## src/rtl/pipe_stage_skid.sv

```systemverilog
// Valid/ready pipeline register with 2-entry skid, flush squash counter and NOP bubble on empty.
// Latency 1 cycle; up_ready is registered (!skid_v) so dn_ready never reaches it combinationally.
module pipe_stage_skid #(
    parameter int                PC_W        = 32,
    parameter int                INST_W      = 32,
    parameter logic [INST_W-1:0] BUBBLE_INST = 32'h00000013,
    parameter int                CNT_W       = 16
) (
    input  logic              clk,
    input  logic              rst,
    input  logic              up_valid,
    output logic              up_ready,
    input  logic [PC_W-1:0]   up_pc,
    input  logic [INST_W-1:0] up_inst,
    output logic              dn_valid,
    input  logic              dn_ready,
    output logic [PC_W-1:0]   dn_pc,
    output logic [INST_W-1:0] dn_inst,
    input  logic              flush,
    output logic [CNT_W-1:0]  flush_cnt
);

    localparam logic [CNT_W+1:0] CNT_MAX = {2'b00, {CNT_W{1'b1}}};

    logic              main_v_q, main_v_d;
    logic              skid_v_q, skid_v_d;
    logic [PC_W-1:0]   main_pc_q, main_pc_d, skid_pc_q, skid_pc_d;
    logic [INST_W-1:0] main_inst_q, main_inst_d, skid_inst_q, skid_inst_d;
    logic [CNT_W-1:0]  flush_cnt_q, flush_cnt_d;

    logic              up_xfer, dn_xfer;
    logic [1:0]        flush_inc;
    logic [CNT_W+1:0]  cnt_sum;

    assign up_ready  = ~skid_v_q & ~rst;
    assign up_xfer   = up_valid & up_ready;
    assign dn_xfer   = main_v_q & dn_ready;

    assign dn_valid  = main_v_q;
    assign dn_pc     = main_v_q ? main_pc_q : '0;
    assign dn_inst   = main_v_q ? main_inst_q : BUBBLE_INST;
    assign flush_cnt = flush_cnt_q;

    // Squashed = main not delivered this cycle, plus skid, plus any entry accepted alongside the flush.
    assign flush_inc = 2'(main_v_q & ~dn_xfer) + 2'(skid_v_q) + 2'(up_xfer);
    assign cnt_sum   = {2'b00, flush_cnt_q} + (CNT_W+2)'(flush_inc);

    always_comb begin
        main_v_d    = main_v_q;
        skid_v_d    = skid_v_q;
        main_pc_d   = main_pc_q;
        main_inst_d = main_inst_q;
        skid_pc_d   = skid_pc_q;
        skid_inst_d = skid_inst_q;
        flush_cnt_d = flush_cnt_q;

        if (flush) begin
            main_v_d    = 1'b0;
            skid_v_d    = 1'b0;
            flush_cnt_d = (cnt_sum > CNT_MAX) ? {CNT_W{1'b1}} : cnt_sum[CNT_W-1:0];
        end else if (!main_v_q) begin
            if (up_xfer) begin
                main_v_d    = 1'b1;
                main_pc_d   = up_pc;
                main_inst_d = up_inst;
            end
        end else if (!skid_v_q) begin
            if (up_xfer && dn_xfer) begin
                main_pc_d   = up_pc;
                main_inst_d = up_inst;
            end else if (up_xfer) begin
                skid_v_d    = 1'b1;
                skid_pc_d   = up_pc;
                skid_inst_d = up_inst;
            end else if (dn_xfer) begin
                main_v_d    = 1'b0;
            end
        end else if (dn_xfer) begin
            main_pc_d   = skid_pc_q;
            main_inst_d = skid_inst_q;
            skid_v_d    = 1'b0;
        end
    end

    always_ff @(posedge clk) begin
        if (rst) begin
            main_v_q    <= 1'b0;
            skid_v_q    <= 1'b0;
            main_pc_q   <= '0;
            main_inst_q <= '0;
            skid_pc_q   <= '0;
            skid_inst_q <= '0;
            flush_cnt_q <= '0;
        end else begin
            main_v_q    <= main_v_d;
            skid_v_q    <= skid_v_d;
            main_pc_q   <= main_pc_d;
            main_inst_q <= main_inst_d;
            skid_pc_q   <= skid_pc_d;
            skid_inst_q <= skid_inst_d;
            flush_cnt_q <= flush_cnt_d;
        end
    end

    // The skid slot only ever fills behind an occupied main slot.
    a_skid_needs_main: assert property (@(posedge clk) disable iff (rst) !(skid_v_q && !main_v_q));

endmodule

```

## config.mk

```make
export PLATFORM = sky130hd
export DESIGN_NAME = pipe_stage_skid
export DESIGN_NICKNAME = d
export VERILOG_FILES = /design/src/rtl/pipe_stage_skid.sv
export SDC_FILE = /design/constraint.sdc
export NUM_CORES = 1
export LEC_CHECK = 0
export BUFFER_PORTS_ARGS = -buffer_cell sky130_fd_sc_hd__buf_4
export CELL_PAD_IN_SITES_DETAIL_PLACEMENT = 0
export CELL_PAD_IN_SITES_GLOBAL_PLACEMENT = 2
export CORE_MARGIN = 3
export CORE_UTILIZATION = 32
export DETAILED_ROUTE_END_ITERATION = 8
export PLACE_DENSITY = 0.82
export SKIP_CTS_REPAIR_TIMING = 1
export SYNTH_ARGS = -nofsm -noshare
export SYNTH_HDL_FRONTEND = slang
export SYNTH_SLANG_ARGS = --single-unit
export TNS_END_PERCENT = 50
```

## constraint.sdc

```tcl
create_clock -name clk -period 4.1 [get_ports clk]
set_clock_uncertainty 0.15 [all_clocks]
set_input_delay 0.41 -clock clk [delete_from_list [all_inputs] [get_ports clk]]
set_output_delay 0.41 -clock clk [all_outputs]
set_load 0.05 [all_outputs]
```

==> results of run 1 <==
layout by cell type, fill, tap and decap left out, types with 7 or more instances in the layout:
master / netlist / final
inv_1: 8 / 8
a21oi_1: 80 / 80
a311oi_1: 10 / 10
nand3_1: 66 / 66
xnor2_1: 7 / 7
a311oi_2: 56 / 56
buf_4: 6 / 160
and2_1: 61 / 61
nand2_1: 199 / 198
nor2_1: 68 / 68
clkbuf_16: 0 / 17
dfxtp_1: 146 / 144
critical path, stage by stage, from the launching register on:
cell and delay [ps]:
dfxtp_2 320, or3b_1 520, fa_1 490, inv_1 70, ha_1 150, inv_1 50
fa_1 430, nor4_2 560, nand3_1 190, buf_4 200, a21oi_1 130
layout make-up:
class                      count  share of cell area
clock buffer                  18              0.0495
clock inverter                13              0.0237
multi-input combinational    588               0.400
inverter                       8             0.00346
timing repair buffer         164               0.147
sequential                   146               0.338
tap                          270              0.0390
kinds of logic after synthesis:
logic type               after synthesis  synth area share
AND/OR/NAND/NOR                      419             0.280
flip-flops                           146             0.431
multiplexers                           1           0.00148
adder cells (fa/ha/maj)                4           0.00960
XOR/XNOR                               9            0.0116
buffers and inverters                 84            0.0594
AO/OA/AOI/OAI                        155             0.207
registers in the layout, summed over array words and instances, names as in the netlist:
name and flops:
main_pc_q 32, flush_cnt 16, skid_pc_q 32, skid_inst_q 32, main_inst_q 32, dn_valid 1
skid_v_q 1
per-stage QoR:
| stage | hold WS [ps] | cell area, um2 | util | power [mW] |
|---|---|---|---|---|
| after CTS | 32.4 | 8670 | 0.423 | 3.51 |
| after global placement | 293 | 8040 | 0.392 | 1.79 |
| after global routing | 53.4 | 8670 | 0.423 | 3.60 |
| after floorplan | 287 | 6780 | - | 1.69 |
| final | 58.5 | 8670 | 0.423 | 3.46 |
| after detailed placement | 296 | 8040 | 0.392 | 1.79 |
worst min-delay path by stage:
| stage | to | slack, ps | cells past startpoint |
|---|---|---|---|
| 4_1_cts | skid_v_q | 30 | 2 |
| 5_1_grt | skid_v_q | 50 | 2 |
| 3_5_place_dp | skid_inst_q[8] | 300 | 2 |
| 2_1_floorplan | skid_inst_q[0] | 290 | 2 |
| 3_3_place_gp | skid_inst_q[9] | 290 | 2 |
| 6_report | skid_v_q | 60 | 2 |
per-layer routing:
| layer | wire [um] | GRT usage | up-vias |
|---|---|---|---|
| met5 | 0 | 0 | - |
| li1 | - | - | 3013 |
| met1 | 8790 | 0.225 | 2788 |
| met4 | 213 | 0.0521 | 0 |
| met3 | 981 | 0.0312 | 15 |
| met2 | 8730 | 0.255 | 129 |
synth_stat cells, types with 2 or more instances:
cell type and count:
nand4_1 4, buf_6 6, inv_1 8, a311oi_1 10, nor4_1 2, nand3_1 66, fa_1 2, xor2_1 2
nand2_1 199, xnor2_1 7, a311oi_2 56, a31oi_1 3, buf_1 2, dfxtp_1 146, and2_1 61, and3_1 3
nor3_1 2, buf_4 6, nand2b_1 4, ha_1 2, nor4b_1 2, buf_2 16, clkbuf_1 46, nor2_1 68
a21oi_1 80
where the power goes:
group	switching, mW	internal [mW]
logic	0.166	0.115
registers	0.0187	1.46
clock network	0.621	1.08
==> metrics, run 1 <==
top cells by area, synth dfxtp_1 (43%), a311oi_2 (12%), nand2_1 (11%); Setup Viol. Count Final 0; die width between 150 and 200 um; Sequential Area ~3000 um2; Detailed Route WL ~19 mm; H-tree depth 4; initial antenna violation count 0; Async S/R FF share, synth 0; syn_nets between 800 and 900; WS Path Type reg -> reg; clk_lat worst skew approximately 400 ps; GRT Total Usage 0.162; CP required 4280 ps; RR Startpoint skid_v_q; synthesized area roughly 6800 um2; fin cells between 1000 and 1500; RSZ-0062 raised after global routing false; HP Class in -> reg; post-route setup slack 754 ps; fmax 0.299 GHz; # IOs approximately 150; Worst Setup SP skid_v_q; worst vdd ir 0.000259 V; Yosys cell types 40; crit start category flip-flop; routed len/inst 15.5 um; vias between 5000 and 6000; first-pass GRT wire length a little under 30 mm; clk slew on worst S/H paths around 60 ps; top-area cell type share of the netlist area 0.431; die area ~23000 um2; Ys Warns 0; R2R depth 10; outcome finished clean; largest net degree at the start of global routing 97; pwr/cell area about 400 nW/um2; register area share after synthesis 0.431; crit share post-route 0.816; CTS max path bufs 2; Most used DFF post-synth dfxtp_1; Final Max Tran Viols 0; Crit Reg-Reg Endpoint flush_cnt[13]; drt pass-1 iters 4; measured slew at the worst slew-check pin approximately 1100 ps; DP HPWL roughly 11 mm; area of the multi-input gates ~3500 um2; RePlAce Congestion around 0.74; port buffer count 150; Hold Path Origin dn_ready; area of the core between 20000 and 25000 um2; Synth area leader dfxtp_1; fill count 2143; Rows 52; clock buffer count from CTS 17; Die H between 150 and 200 um; Via density between 4 and 5; # diodes 0; worst slack, placed a little under 600 ps; Mapped Cells between 800 and 900; flops & latches, synth 146; Hold Violations, Final 0; CP Capture Type flip-flop; Antenna Violating Nets Remaining 0; Slew Limit Headroom 0.292; leakage 3.25 nW; min cycle time layout approximately 3300 ps; Max Cap Viol 0; Post-synth EDFFs 0; clock sink count about 150; Synth Area per Inst around 8.3 um2; Setup crit end flush_cnt[13]; Layout area overhead 27.9%; Max Fanout on Critical Path 6; First DRT Iteration DRCs between 300 and 400; Congestion Overflow GR 0; nets@finish between 900 and 1000; Setup TNS 0 ps; vias in the first global route around 5500; CP Data Arrival Time about 3500 ps; clock root buffer clkbuf_16; placed insts 1176; CTS tree yes; initial core utilization 0.331; worst reg2reg setup slack about 750 ps; share of cells above drive strength 1 0.275; DR DRC count 0
Power figures use the tool's default switching activity.
==> run 2, diff against run 1 <==
--- a/config.mk
+++ b/config.mk
@@ -5,13 +5,14 @@
 export SDC_FILE = /design/constraint.sdc
 export NUM_CORES = 1
 export LEC_CHECK = 0
+export ABC_AREA = 1
 export BUFFER_PORTS_ARGS = -buffer_cell sky130_fd_sc_hd__buf_4
 export CELL_PAD_IN_SITES_DETAIL_PLACEMENT = 0
 export CELL_PAD_IN_SITES_GLOBAL_PLACEMENT = 2
 export CORE_MARGIN = 3
-export CORE_UTILIZATION = 32
+export CORE_UTILIZATION = 30
 export DETAILED_ROUTE_END_ITERATION = 8
-export PLACE_DENSITY = 0.82
+export PLACE_DENSITY = 0.81
 export SKIP_CTS_REPAIR_TIMING = 1
 export SYNTH_ARGS = -nofsm -noshare
 export SYNTH_HDL_FRONTEND = slang
==> constraint.sdc (replaced) <==
create_clock -name clk -period 3.3 [get_ports clk]
set_clock_uncertainty 0.15 [all_clocks]
set_input_delay 0.33 -clock clk [delete_from_list [all_inputs] [get_ports clk]]
set_output_delay 0.33 -clock clk [all_outputs]
set_load 0.05 [all_outputs]
==> run 2 against run 1 <==
  * Synthesized area about the same
  * Setup slack got worse by 430 ps
  * Final area decreased by 0.52%
  * Critical path depth increased by 5
  * Clock-buffer cell count increased by 3
  * Clock power increased by 12%
  * Sequential share of layout area increased by 0.18 points
  * Synthesized cell count increased by 16%
  * Critical endpoint is now flush_cnt[11]
==> metrics, run 2 <==
CP required 3500 ps; die width 156 um; fin cells 1349; crit share post-route 0.902; clk_lat worst skew 410 ps; Post-synth EDFFs 0; fmax approximately 0.34 GHz; port buffer count 150; Final Max Tran Viols 0; clock power share 0.471; pwr/cell area about 470 nW/um2; min cycle time layout between 2000 and 3000 ps; Crit path depth 15; Yosys cell types 31; Max Fanout on Critical Path 12; CP Data Arrival Time ~3200 ps; Commonest cells post-synth nand2_1 (170), dfxtp_1 (146), nor2_1 (144), nand3_1 (119), inv_1 (101); Setup Viol. Count Final 0; Synth Area per Inst roughly 7.2 um2; H-tree depth 4; initial antenna violation count 0; adder-cell area share of the yosys netlist 0.00960; CTS max path bufs 2; Synth Area in Simple Gates 0.284; die area 24400 um2; Max Cap Viol 0; syn_nets just over 1000; Async S/R FF share, synth 0; Layout area overhead 27.3%; slowest cell delay on critical path around 450 ps; worst vdd ir around 0.00032 V; Hold Violations, Final 0; Synth area leader dfxtp_1; RR Startpoint skid_v_q; nets@finish roughly 1100; clk slew on worst S/H paths ~60 ps; Seq pwr share 0.451; # diodes 0; RSZ-0062 raised after global routing false; Antenna Violating Nets Remaining 0; drt pass-1 iters 5; post-synthesis compound-gate area fraction 0.163; Int Pwr 3.11 mW; most frequent cell after synthesis nand2_1; first-pass GRT wire length roughly 31 mm; post-route setup slack around 320 ps; CP top delay family adder cells; commonest cells after routing, fill and taps aside nand2_1 (169), buf_4 (159), nor2_1 (144), dfxtp_1 (144), nand3_1 (119); Setup TNS 0 ps; Congestion Overflow GR 0; Crit Reg-Reg Endpoint flush_cnt[11]; Most used DFF post-synth dfxtp_1; sw frac 0.235; worst reg2reg setup slack approximately 320 ps; DP HPWL between 10 and 15 mm; Post-Synth XOR/XNOR Area 0.00388; Ys Warns 0; RePlAce Congestion around 0.75; placed insts 1318; commonest non-fill, non-tap cell in the layout nand2_1; WS Path Type reg -> reg; clock root buffer clkbuf_16; vias in the first global route a little over 6000; measured slew at the worst slew-check pin a little over 1000 ps; worst slack, placed 288 ps; register area share after synthesis 0.431; routed len/inst between 10 and 15 um; # IOs between 150 and 200; GRT Total Usage 0.159; outcome finished clean; CP Capture Type flip-flop; CTS tree yes; final core occ 0.392; HP Class in -> reg; Die H 156 um; Mapped Cells 946; CP Cell Sequence nor2_4 -> nand2_4 -> fa_1 -> inv_1 -> ha_1 -> inv_1 -> fa_1 -> inv_1 -> nand2_1 -> nor2_1 -> nand3_1 -> buf_4 -> nand2_1 -> nor2_1 -> nor2_1; synthesized area 6780 um2; Worst Hold Endpoint skid_inst_q[13]; Detailed Route WL roughly 19 mm; DR DRC count 0; Slew Limit Headroom 0.310; largest net degree at the start of global routing 77; Via density 4.68; First DRT Iteration DRCs slightly above 400; NetSw around 0.95 mW; fill count about 2400; Buf+Inv Stages, Crit Path 4; top cells by area, synth dfxtp_1 (43%), nand2_1 (9.4%), nand3_1 (8.8%); critical path's slowest cell fa_1; area of the core between 20000 and 25000 um2; top-area cell type share of the netlist area 0.431; crit start category flip-flop; Comb pwr share 0.078; initial core utilization 0.308; clock sink count ~150; clock buffer count from CTS 17; Rows 54; Hold Path Origin up_inst[13]; leakage 4.45 nW; R2R depth 15; largest family of logic cells by synthesized area simple AND/OR/NAND/NOR gates; Hold Path Depth 3; flops & latches, synth roughly 150; share of cells above drive strength 1 0.197; mux cell area share after synthesis 0; vias ~6300
==> run 2: area by class of cell <==
cell class	count	area, um2	area share
Clock buffer	21	470	0.0545
Multi-Input combinational cell	626	3120	0.362
Inverter	104	394	0.0457
Sequential cell	146	2930	0.339
Tap cell	280	350	0.0406
Clock inverter	10	109	0.0126
Timing Repair Buffer	162	1250	0.145
==> run 2: power groups by stage <==
stage,combinational [mW],sequential [mW],clock (mW)
after floorplan,0.183,1.88,0
after global placement,0.323,1.87,0
after detailed placement,0.322,1.87,0
after CTS,0.323,1.83,1.97
after global routing,0.356,1.84,2.04
final,0.317,1.83,1.91
==> run 2: how the worst max path moves through the flow <==
stage                          to     start  slack [ps]
detailed placement  flush_cnt[11]  dn_ready         290
global route        flush_cnt[11]  skid_v_q          50
global placement    flush_cnt[11]  dn_ready         310
finish              flush_cnt[11]  skid_v_q         320
CTS                   dn_inst[31]  dn_valid         260
floorplan           flush_cnt[13]  dn_valid         150
==> run 2: kinds of logic (layout without fill, tap and decap cells) <==
family / count (synthesis) / after routing
flops: 146 / 146
simple gates: 454 / 454
xor+xnor: 3 / 3
compound gates: 165 / 165
fa+ha+maj: 4 / 4
buf+inv: 174 / 297
==> run 2: stage by stage <==
step           instance area (um2)  total power, mW  hold slack (ps)
2_1_floorplan                 6780             2.06              249
3_3_place_gp                  8050             2.20              285
3_5_place_dp                  8050             2.19              290
4_1_cts                       8630             4.13            -11.3
5_1_grt                       8630             4.24             5.24
6_report                      8630             4.06             12.6
==> run 2: metal layers <==
metal	vias to the layer above	part of all wire	track usage
met2	127	0.44	0.247
met5	-	0	0
met4	0	0.011	0.0425
met1	2893	0.49	0.219
met3	11	0.051	0.0412
li1	3277	-	-
==> run 2: worst register-to-register path, stage by stage, from the launching register on <==
cell	delay [ps]
dfxtp_2	400
nor2_4	160
nand2_4	80
fa_1	450
inv_1	60
ha_1	150
inv_1	50
fa_1	360
inv_1	110
nand2_1	80
nor2_1	220
nand3_1	240
buf_4	240
nand2_1	60
nor2_1	40
nor2_1	80
